`src/rtl/fixed_point_seq_multiplier.sv`:
```
// Sequential sign-magnitude fixed-point multiplier.
// Shift-add datapath: one multiplier bit per clock, N-1 cycles per product,
// valid/ready handshake on both the operand and the result side.
module fixed_point_seq_multiplier #(
  parameter int unsigned Q = 15,
  parameter int unsigned N = 32
) (
  input  logic         clk,
  input  logic         rst,
  input  logic         in_valid,
  output logic         in_ready,
  input  logic [N-1:0] a,
  input  logic [N-1:0] b,
  output logic         out_valid,
  input  logic         out_ready,
  output logic [N-1:0] c,
  output logic         ovf
);

  localparam int unsigned MW = N - 1;                  // magnitude width
  localparam int unsigned AW = 2 * MW;                 // full-precision product width
  localparam int unsigned CW = (MW > 1) ? $clog2(MW) : 1;

  typedef enum logic [1:0] {
    StIdle,
    StBusy,
    StDone
  } state_e;

  state_e          r_state;
  state_e          w_state_d;
  logic [MW-1:0]   r_mag_a;
  logic [MW-1:0]   r_mag_b;
  logic            r_sgn;
  logic [AW-1:0]   r_acc;
  logic [CW-1:0]   r_cnt;
  logic [N-1:0]    r_c;
  logic            r_ovf;

  logic            w_last;
  logic [AW-1:0]   w_addend;
  logic [AW-1:0]   w_acc_sum;
  logic [AW-1:0]   w_p;
  logic            w_sat;
  logic [MW-1:0]   w_mag;
  logic            w_sign;

  // Shift-add step and result formation from the post-add accumulator.
  always_comb begin
    w_last    = (r_cnt == CW'(N - 2));
    w_addend  = r_mag_b[r_cnt] ? (AW'(r_mag_a) << r_cnt) : '0;
    w_acc_sum = r_acc + w_addend;
    w_p       = w_acc_sum >> Q;                 // truncate toward zero, no rounding
    w_sat     = |w_p[AW-1:MW];
    w_mag     = w_sat ? {MW{1'b1}} : w_p[MW-1:0];
    w_sign    = r_sgn & (|w_mag);               // never emit negative zero
  end

  // FSM state register.
  always_ff @(posedge clk or posedge rst) begin
    if (rst) begin
      r_state <= StIdle;
    end else begin
      r_state <= w_state_d;
    end
  end

  // FSM next-state and handshake outputs.
  always_comb begin
    w_state_d = r_state;
    in_ready  = 1'b0;
    out_valid = 1'b0;
    unique case (r_state)
      StIdle: begin
        // Gated by rst so in_ready is low for the whole reset interval.
        in_ready = ~rst;
        if (in_valid) begin
          w_state_d = StBusy;
        end
      end
      StBusy: begin
        if (w_last) begin
          w_state_d = StDone;
        end
      end
      StDone: begin
        out_valid = 1'b1;
        if (out_ready) begin
          w_state_d = StIdle;
        end
      end
      default: w_state_d = StIdle;
    endcase
  end

  // Operand capture, accumulation and result registers.
  always_ff @(posedge clk or posedge rst) begin
    if (rst) begin
      r_mag_a <= '0;
      r_mag_b <= '0;
      r_sgn   <= 1'b0;
      r_acc   <= '0;
      r_cnt   <= '0;
      r_c     <= '0;
      r_ovf   <= 1'b0;
    end else begin
      unique case (r_state)
        StIdle: begin
          if (in_valid) begin
            r_mag_a <= a[N-2:0];
            r_mag_b <= b[N-2:0];
            r_sgn   <= a[N-1] ^ b[N-1];
            r_acc   <= '0;
            r_cnt   <= '0;
          end
        end
        StBusy: begin
          r_acc <= w_acc_sum;
          r_cnt <= r_cnt + 1'b1;
          if (w_last) begin
            r_c   <= {w_sign, w_mag};
            r_ovf <= w_sat;
          end
        end
        default: ;
      endcase
    end
  end

  assign c   = r_c;
  assign ovf = r_ovf;

endmodule

```
`config.mk`:
```
export PLATFORM = sky130hd
export DESIGN_NAME = fixed_point_seq_multiplier
export DESIGN_NICKNAME = d
export VERILOG_FILES = /design/src/rtl/fixed_point_seq_multiplier.sv
export SDC_FILE = /design/constraint.sdc
export NUM_CORES = 1
export LEC_CHECK = 0
export BUFFER_PORTS_ARGS = -buffer_cell sky130_fd_sc_hd__buf_2
export CAP_MARGIN = 40
export CELL_PAD_IN_SITES_DETAIL_PLACEMENT = 2
export CELL_PAD_IN_SITES_GLOBAL_PLACEMENT = 2
export CORE_MARGIN = 5
export CORE_UTILIZATION = 42
export CTS_BUF_LIST = sky130_fd_sc_hd__clkbuf_4
export DETAILED_ROUTE_END_ITERATION = 8
export GPL_TIMING_DRIVEN = 0
export PLACE_DENSITY = 0.92
export SLEW_MARGIN = 20
export SYNTH_ARGS = -nofsm -noshare
export SYNTH_HDL_FRONTEND = slang
export SYNTH_SLANG_ARGS = --single-unit
```
`constraint.sdc`:
```
create_clock -name clk -period 14.4 [get_ports clk]
set_input_delay 0.72 -clock clk [delete_from_list [all_inputs] [get_ports clk]]
set_output_delay 0.72 -clock clk [all_outputs]
set_load 0.03 [all_outputs]
```
Yosys cells after proc, flatten, opt, wreduce, memory -nomap -nowiden
Index checks and enable logic that the tools add are counted.
{"block": "totals", "out_inout_bits": 35, "inputBits": 68, "regBits": 165, "elab_cells": 43}
{"block": "classes", "bitwise": 3, "muxes": 14, "order_cmp": 1, "reduce_logical": 8, "shift": 1, "eq_ne": 6, "n_addsub": 2}
{"op": "two-way mux 62 bit", "n": 2}
{"op": "one-hot mux 62 bit (2 select lines)", "n": 1}
{"op": "adder 62 bit", "n": 1}
{"op": "<< shifter 31 x 5 -> 62 bit", "n": 1}
{"op": "two-way mux 31 bit", "n": 1}
{"op": "OR reduction 31 bit", "n": 1}
{"op": "OR reduction 16 bit", "n": 1}
{"op": "one-hot mux 5 bit (2 select lines)", "n": 1}
{"op": "less-than comparator 5 x 6 -> 1 bit, second input constant", "n": 1}
{"op": "two-way mux 2 bit", "n": 3}
{"op": "!= test 2 bit, second input constant", "n": 3}
{"op": "one-hot mux 2 bit (3 select lines)", "n": 1}
{"op": "AND reduction 2 bit", "n": 3}
{"op": "adder 5 x 1 -> 5 bit, second input constant", "n": 1}
{"op": "binary-select mux 1 bit (select 5 bit)", "n": 1}
{"op": "equality test 5 bit, second input constant", "n": 1}
{"op": "two-way mux 5 bit", "n": 1}
{"op": "two-way mux 1 bit", "n": 3}
{"op": "AND reduction 3 bit", "n": 1}
{"op": "equality test 2 x 1 -> 1 bit, second input constant", "n": 1}
{"op": "equality test 2 bit, second input constant", "n": 1}
{"op": "zero test 2 bit", "n": 1}
{"op": "nonzero test 2 bit", "n": 1}
{"op": "AND 1 bit", "n": 1}
{"op": "other kinds (2)", "n": 2}

Logic depth before layout (Yosys ltp)
Gate-level depths: netlist of the first run.
{"block": "logic_depth", "ltp_word": 8, "ltp_mapped": 25, "ltp_nobuf": 21}

Worst setup path after synthesis of the first run
No wires, ideal clock.
{"block": "synth_path", "path_kind": "reg2reg", "startpoint": "register r_cnt[0]", "endpoint": "register r_c[25], in the netlist c[25]", "stages_incl_launch_ff": 26, "synth_period_minus_slack_ns": 5.957, "required_ns": 14.255, "arrival_ns": 5.812, "path_buffers": 7, "setup_time_ns": 0.145, "path_slack_ns": 8.443, "path_cell_list": "dfrtp_1 -> buf_2 -> buf_1 -> buf_1 -> clkbuf_1 -> clkbuf_1 -> nor2_1 -> a21oi_1 -> nand2_1 -> o21ai_0 -> mux2i_1 -> a21oi_1 -> nor2_1 -> ha_1 -> buf_4 -> nand4_1 -> nor4_1 -> and3_1 -> o21ai_1 -> a311oi_1 -> o21ai_0 -> a211oi_1 -> nand4_2 -> nor4b_4 -> buf_6 -> a21oi_2"}
{"block": "synth_between", "elab_chain_len": 6, "word_cells_on_any_way": 9, "classes_between": "add/sub: 1; eq/ne: 1; shift: 1; mux: 4; reduce/logical: 2"}
{"item": "start, declared", "line": "36", "rtl": "logic [CW-1:0] r_cnt;"}
{"item": "start signal, assigned", "line": "119", "rtl": "r_cnt <= r_cnt + 1'b1;"}
{"item": "binary-select mux 1 bit (select 5 bit)", "line": "51", "rtl": "w_addend = r_mag_b[r_cnt] ? (AW'(r_mag_a) << r_cnt) : '0;"}
{"item": "two-way mux 1 bit (implied by the code)", "line": "51"}
{"item": "two-way mux 62 bit", "line": "51"}
{"item": "adder 62 bit", "line": "52", "rtl": "w_acc_sum = r_acc + w_addend;"}
{"item": "OR reduction 16 bit", "line": "54", "rtl": "w_sat = |w_p[AW-1:MW];"}
{"item": "two-way mux 31 bit", "line": "55", "rtl": "w_mag = w_sat ? {MW{1'b1}} : w_p[MW-1:0];"}
{"item": "end signal, assigned", "line": "121", "rtl": "r_c <= {w_sign, w_mag};"}
{"item": "end, declared", "line": "37", "rtl": "logic [N-1:0] r_c;"}
Several ways; a longest one is shown, not always the timed one. The select of a mux whose other input is x is not followed.
A chain may end at the register's enable or synchronous reset.

Worst setup path in the final report of the first run
{"block": "layout_path", "startpoint": "register r_cnt[0]", "endpoint": "register r_c[2], in the netlist c[2]"}
The elaborated chain is that of the path after synthesis.

==> metrics.md, run 1 <==
| Metric | Value |
|---|---|
| TNS Setup | 0 ns |
| WL/cell | between 30 and 40 um |
| DRC violations left | 0 |
| FF+latch count, synth | around 170 |
| Worst Setup End Kind | flop |
| Max-Cap Viols | 0 |
| Crit share post-route | a little over 60% |
| Initial Util | 42.5% |
| Final Cell Area | around 15000 um^2 |
| CTS tree | yes |
| H-Tree Depth | 4 |
| Nets | roughly 1800 |
| Hold Crit Class | input port to asynchronous set/reset pin |
| Standard-cell rows | 65 |
| Post-synthesis cell type count | 81 |
| Postcts setup bufs | 0 |
| Critical path data required time | between 10 and 15 ns |
| Die W | between 150 and 200 um |
| Post-CTS resize count | 0 |
| Hold buffer count at cts | 0 |
| Placed cell area | about 14000 um^2 |
| Avg Inst Size Synth | slightly below 9 um^2 |
| Post-DRT Antenna Nets | 0 |
| Relative slew margins | around 36% |
| Top-area cell type share of the netlist area | a little under a third |
| Synthesized area | 13400 um^2 |
| RSZ-0062 raised after global routing | false |
| Clk buf depth | 2 |
| Top-count cell post-synth | dfrtp_1 |
| Clock-pin slew on the worst setup and hold paths | 0.19 ns |
| Synthesis-to-finish area growth | 10.5% |
| Yosys top cell by area | dfrtp_1 |
| First-pass GRT wire length | just over 90000 um |
| I/O Pins | about 100 |
| I/O Buffers | 102 |
| Status | finished clean |
| Via/cell ratio | ~6.7 |
| CTS sink cnt | 165 |
| Total Routing Usage GR | about a third |
| Pre-antenna DRT Iters | 5 |
| Worst Max-Slew Pin Slew | between 0.9 and 1 ns |
| Post-DP HPWL | slightly below 50000 um |
| Slew Limit Fails | 0 |
| Synth cell count leaders | 165 x dfrtp_1, 162 x nor2_1, 143 x nand2_1, 138 x o21ai_0, 116 x a21oi_1 |
| Hold Vio Cnt, Final | 0 |
| Core ar. | ~32000 um^2 |
| Primary FF master, synth | dfrtp_1 |
| Crit path DAT | 9.36 ns |
| CTS Buf Count | 17 |
| Cells after synthesis | about 1500 |
| GRT Residual Overflow | 0 |
| Vias in the first global route | between 15000 and 20000 |
| Clock Latency Late Sink | 0.71 ns |
| Number of flops mapped to enable cells by yosys | 0 |
| Routed wire length | between 60000 and 70000 um |
| Synth top area cells | dfrtp_1 31%, mux2_2 7.3%, ha_1 5.9%, mux4_2 5.2%, o21ai_0 5.2% |
| Height of the die | 189 um |
| Crit path max fanout | 10 |
| Tmin final | between 8 and 9 ns |
| Vias post-DR | between 10000 and 15000 |
| Ys Warns | 0 |
| Achievable Freq | approximately 0.11 GHz |
| Post-synthesis sequential area ratio | between 30% and 40% |
| Largest net degree at the start of global routing | 87 |
| Synthesized Nets | approximately 1700 |
| Setup-failing EPs final | 0 |
| Die area | around 36000 um^2 |
| Routability Congestion | roughly 1 |
| FFs w/ async S/R, synth | 100% |
| Setup CP Type | flop to flop |
| Root Buffer | clkbuf_4 |
| Layout cell share with drive strength beyond 1 | about 20% |
| Initial antenna violation count | 2 |
| Final setup skew | around 0.046 ns |
| Fillers | around 3500 |
| Startpoint Class | flop |
| Initial DRC Count | 1073 |
## cell families after synthesis
family	count (synthesis)	share of synthesized area, %
AOI/OAI and AO/OA	455	21.7
DFF	165	30.8
and+or+nand+nor	540	19.3
muxes	150	14.9
buffers and inverters	130	4.33
adders and majority gates	64	6.03
xor gates and xnor gates	44	2.88
## worst max-delay path, cell delays in order, from the launching register on
cell and delay (ns):
dfrtp_1 0.42, buf_2 0.27, buf_1 0.23, buf_6 0.22, buf_1 0.67, clkbuf_1 0.53
clkbuf_1 0.57, nand2_1 0.19, o21ai_0 0.24, o21ai_0 0.30, o21ai_0 0.51, nor2_1 0.09
a21oi_1 0.17, nor2_1 0.11, ha_1 0.31, buf_4 0.15, nand4_1 0.25, nor4_1 0.65
nand2_1 0.18, a2bb2oi_1 0.21, a311oi_1 0.53, o21ai_0 0.21, a211oi_1 0.34, nand4_2 0.17
nor4b_4 0.78, buf_6 0.29, a21oi_2 0.07
## layout by cell type, fill, tap and decap left out, types with 19 or more instances in the layout
cell and n:
nor2_1 162, inv_1 29, a21oi_1 116, a211oi_1 25, nand2_1 143, xnor2_1 20, buf_2 115, ha_1 63
mux2_2 87, mux4_2 31, clkbuf_1 64, o21ai_0 138, mux2i_1 32, a21o_1 21, nand4_1 24, nor3_1 19
nand3_1 84, xor2_1 24, a21oi_2 29, dfrtp_1 165
## stage by stage
stage | hold WS (ns) | std cells | worst slack [ns] | util [%]
2_1_floorplan | 0.450 | 1548 | 8.44 | -
3_3_place_gp | 0.482 | 2052 | 6.36 | 45.7
3_5_place_dp | 0.491 | 2057 | 5.81 | 45.9
4_1_cts | 0.0897 | 2089 | 5.73 | 46.7
5_1_grt | 0.100 | 2097 | 5.25 | 46.9
6_report | 0.0619 | 2097 | 5.60 | 46.9
## layer usage
layer | vias up | track usage [%] | share of wire (%)
met5 | - | 0 | 0
li1 | 5968 | - | -
met1 | 7142 | 39.6 | 39
met2 | 719 | 57.7 | 49
met3 | 227 | 5.98 | 6.7
met4 | 0 | 16.8 | 5.7
## layout make-up
class                   instances  area [um^2]  area share (%)
inverters                      30          120           0.812
repair buffers                112          627            4.24
multi-input cells            1253         8690            58.7
flip-flops and latches        165         4130            27.9
clock inverters                14          125           0.845
diodes                          3         7.51          0.0507
well taps                     402          503            3.40
clock buffers                  18          135           0.913
plain buffers                 100          468            3.16
## path summary, 6_finish.rpt
path / depth (start not counted) / start / slack [ns] / endpoint
hold / removal: 2 / rst / 0.06 / r_acc[60]
setup / recovery: 26 / r_cnt[0] / 5.60 / c[2]
max in group asynchronous: 3 / rst / 13.45 / r_acc[16]
setup reg to reg: 26 / r_cnt[0] / 5.60 / c[2]
hold reg to reg: 2 / c[20] / 0.53 / c[20]
min in group clk: 2 / a[9] / 0.22 / r_mag_a[9]
## state kept, by name, indices dropped and copies added (netlist names)
signal,cells
c,32
r_mag_b,31
ovf,1
r_cnt,5
r_state,2
r_sgn,1
r_mag_a,31
r_acc,62
Power of run 1 is left out: the tool's default activity adds up to more than one toggle a clock period on the data nets, which glitch-free logic cannot reach.
==> inputs of run 2 (changes only) <==
- ABC_AREA: not set -> 1
- CORE_UTILIZATION: 42 -> 33
- PLACE_DENSITY: 0.92 -> 0.85
- clock period: 14.4 -> 8.2 ns (I/O delays scaled with it)
==> run 2 against run 1 <==
Final cell count rose by 56%; non-clock buffer count rose by 34; worst hold slack better by 0.10 ns; clock skew is 0.018 ns higher; flip-flop and latch count did not move; setup slack worse by 4.0 ns; via count is 22% higher; die area is 35% higher; area after synthesis rose by 8.0%; critical path depth increased by 4; global-route usage shrank 2.7 points; critical endpoint is now c[31].
==> metrics.md, run 2 <==
| Metric | Value |
|---|---|
| Ys Warns | 0 |
| TNS Setup | 0 ns |
| Vias in the first global route | roughly 19000 |
| Routed wire length | approximately 73000 um |
| Met1 Use GR | 34.9% |
| RSZ-0062 raised after global routing | false |
| Hold Crit Class | input port to asynchronous set/reset pin |
| I/O Buffers | 102 |
| Total Routing Usage GR | slightly above 30% |
| Post-synthesis sequential area ratio | between 20 and 30% |
| Startpoint Class | flop |
| Fillers | 5493 |
| Crit path max fanout | 10 |
| Die W | approximately 220 um |
| Crit path DAT | around 7.3 ns |
| Final setup skew | 0.0633 ns |
| DRC violations left | 0 |
| Slew Limit Fails | 0 |
| Gr busiest metal | met2 |
| Buf/Inv on CP | 6 |
| Synthesis-to-finish area growth | 15.6% |
| CP peak stage delay | roughly 0.59 ns |
| Yosys top cell by area | dfrtp_1 |
| Via/cell ratio | 5.22 |
| P_sw | roughly 5200 uW |
| Core ar. | 43300 um^2 |
| Tmin final | roughly 6.6 ns |
| GRT Residual Overflow | 0 |
| Peak VDD IR | 0.000185 V |
| Max FFs per register | slightly above 60 |
| Register share of total power | about a fifth |
| Layout Utilization | slightly below 40% |
| Commonest non-fill, non-tap cell in the layout | nand2_1 |
| Global routing usage on met3 | 4.22% |
| CTS sink cnt | ~170 |
| P per Cell Area | between 400 and 500 nW/um^2 |
| H-Tree Depth | 4 |
| Standard-cell rows | between 70 and 80 |
| CP max stage cell | dfrtp_1 |
| Post-synthesis cell type count | 40 |
| Avg Inst Size Synth | 5.82 um^2 |
| Synth top area cells | dfrtp_1 29%, nand2_1 27%, inv_1 10%, o21ai_0 6.3%, nor2_1 5.7% |
| Clk buf depth | 2 |
| I/O Pins | 103 |
| Top-count cell post-synth | nand2_1 |
| Routability Congestion | 0.950 |
| Initial antenna violation count | 3 |
| CTS Buf Count | 17 |
| Post-DP HPWL | 55500 um |
| Status | finished clean |
| Largest net degree at the start of global routing | between 90 and 100 |
| Setup CP Type | flop to flop |
| Sw Ratio | 63.0% |
| Root Buffer | clkbuf_4 |
| Pre-antenna DRT Iters | 5 |
| Post-CTS resize count | 0 |
| Most common cell on crit path | nand2_1 |
| Clock-pin slew on the worst setup and hold paths | between 0.2 and 0.25 ns |
| Die area | between 40000 and 50000 um^2 |
| Crit-path leading delay family | simple AND/OR/NAND/NOR gates |
| Initial DRC Count | 790 |
| Worst hold slack | about 0.16 ns |
| Cells after synthesis | ~2500 |
| FFs w/ async S/R, synth | 100% |
| Hold Vio Cnt, Final | 0 |
| Most frequent cells in the layout | 1030 x nand2_1, 399 x inv_1, 217 x nor2_1 |
| Largest register by flop count | r_acc |
| Crit share post-route | ~81% |
| Worst Setup End Kind | flop |
| Top-area cell type share of the netlist area | 28.5% |
| Relative slew margins | between 40 and 50% |
| Achievable Freq | roughly 0.15 GHz |
| Initial Util | approximately 33% |
| Clock network fraction of total power | 7.1% |
| Critical path data required time | just under 9 ns |
| CTS tree | yes |
| Vias post-DR | between 15000 and 20000 |
| Max-Cap Viols | 0 |
| Synthesized area | about 14000 um^2 |
| Layout cell share with drive strength beyond 1 | under 10% |
| Static leakage | between 0.009 and 0.01 uW |
| Hold buffer count at cts | 66 |
| FF+latch count, synth | ~170 |
| WL/cell | 22.3 um |
| Postcts setup bufs | 0 |
| GRT met2 Usage | between 50% and 60% |
| First-pass GRT wire length | about 110000 um |
| Primary FF master, synth | dfrtp_1 |
| Int Pwr | about 3100 uW |
| Worst Max-Slew Pin Slew | around 0.8 ns |
| Clock Latency Late Sink | 0.81 ns |
| Post-DRT Antenna Nets | 0 |
| Setup-failing EPs final | 0 |
| Number of flops mapped to enable cells by yosys | 0 |
| Synthesized Nets | between 2000 and 3000 |
| Power share of the combinational group | between 70% and 80% |
| Nets | ~2800 |
| Non-Filler Instances | ~3300 |
| Height of the die | between 200 and 250 um |
| # placed instances | around 3200 |
| Synth cell count leaders | 1030 x nand2_1, 400 x inv_1, 219 x nor2_1, 183 x o21ai_0, 165 x dfrtp_1 |
-- run 2: worst paths after layout --
| kind | from | endpoint | slack (ns) | cells after the start |
|---|---|---|---|---|
| worst max-delay path | r_cnt[1] | c[31] | 1.57 | 30 |
| worst min-delay path | rst | r_state[1] | 0.16 | 3 |
| worst max register to register | r_cnt[1] | c[31] | 1.57 | 30 |
| worst min register to register | r_acc[57] | r_acc[57] | 0.52 | 2 |
| max in group asynchronous | rst | r_acc[44] | 7.03 | 4 |
| min in group clk | out_ready | r_state[1] | 0.29 | 3 |
-- run 2: per-layer routing --
metal / vias up / share of wire, %
li1: 8048 / -
met1: 8480 / 41
met2: 379 / 50
met3: 175 / 3.1
met4: 0 / 5.5
met5: - / 0
-- run 2: cells by family after synthesis --
logic type,synth area share [%]
AOI/OAI and AO/OA,10.8
xor gates and xnor gates,0.969
adders and majority gates,5.59
buffers and inverters,12.8
DFF,28.5
muxes,0.277
and+or+nand+nor,41.1
-- run 2: power groups by stage --
stage	Clock, uW	Combinational, uW	Sequential (uW)
floorplan	0	3680	1580
global placement	0	5580	1490
detailed placement	0	5890	1520
CTS	579	5950	1510
global route	623	6740	1580
finish	589	6160	1550
-- run 2: tightest hold or removal path, stage by stage --
cell,delay (ns)
dlygate4sd3_1,0.54
buf_2,0.16
inv_8,0.34
-- run 2: stage by stage --
| stage | instance area (um^2) | power (uW) | worst slack (ns) |
|---|---|---|---|
| 5_1_grt | 16700 | 8940 | 1.28 |
| 6_report | 16700 | 8300 | 1.57 |
| 2_1_floorplan | 14500 | 5270 | 3.33 |
| 3_3_place_gp | 15700 | 7070 | 1.14 |
| 3_5_place_dp | 15700 | 7400 | 1.92 |
| 4_1_cts | 16700 | 8030 | 1.88 |
-- run 2: layout make-up --
cell class | instances | area, um^2 | area share (%)
Clock buffer | 18 | 135 | 0.808
Clock inverter | 14 | 163 | 0.973
Timing Repair Buffer | 170 | 1210 | 7.21
Antenna cell | 4 | 10.0 | 0.0598
Tap cell | 585 | 732 | 4.38
Sequential cell | 165 | 4130 | 24.7
Multi-Input combinational cell | 1836 | 8500 | 50.8
Buffer | 76 | 318 | 1.90
Inverter | 407 | 1540 | 9.18
Power figures use the tool's default switching activity.
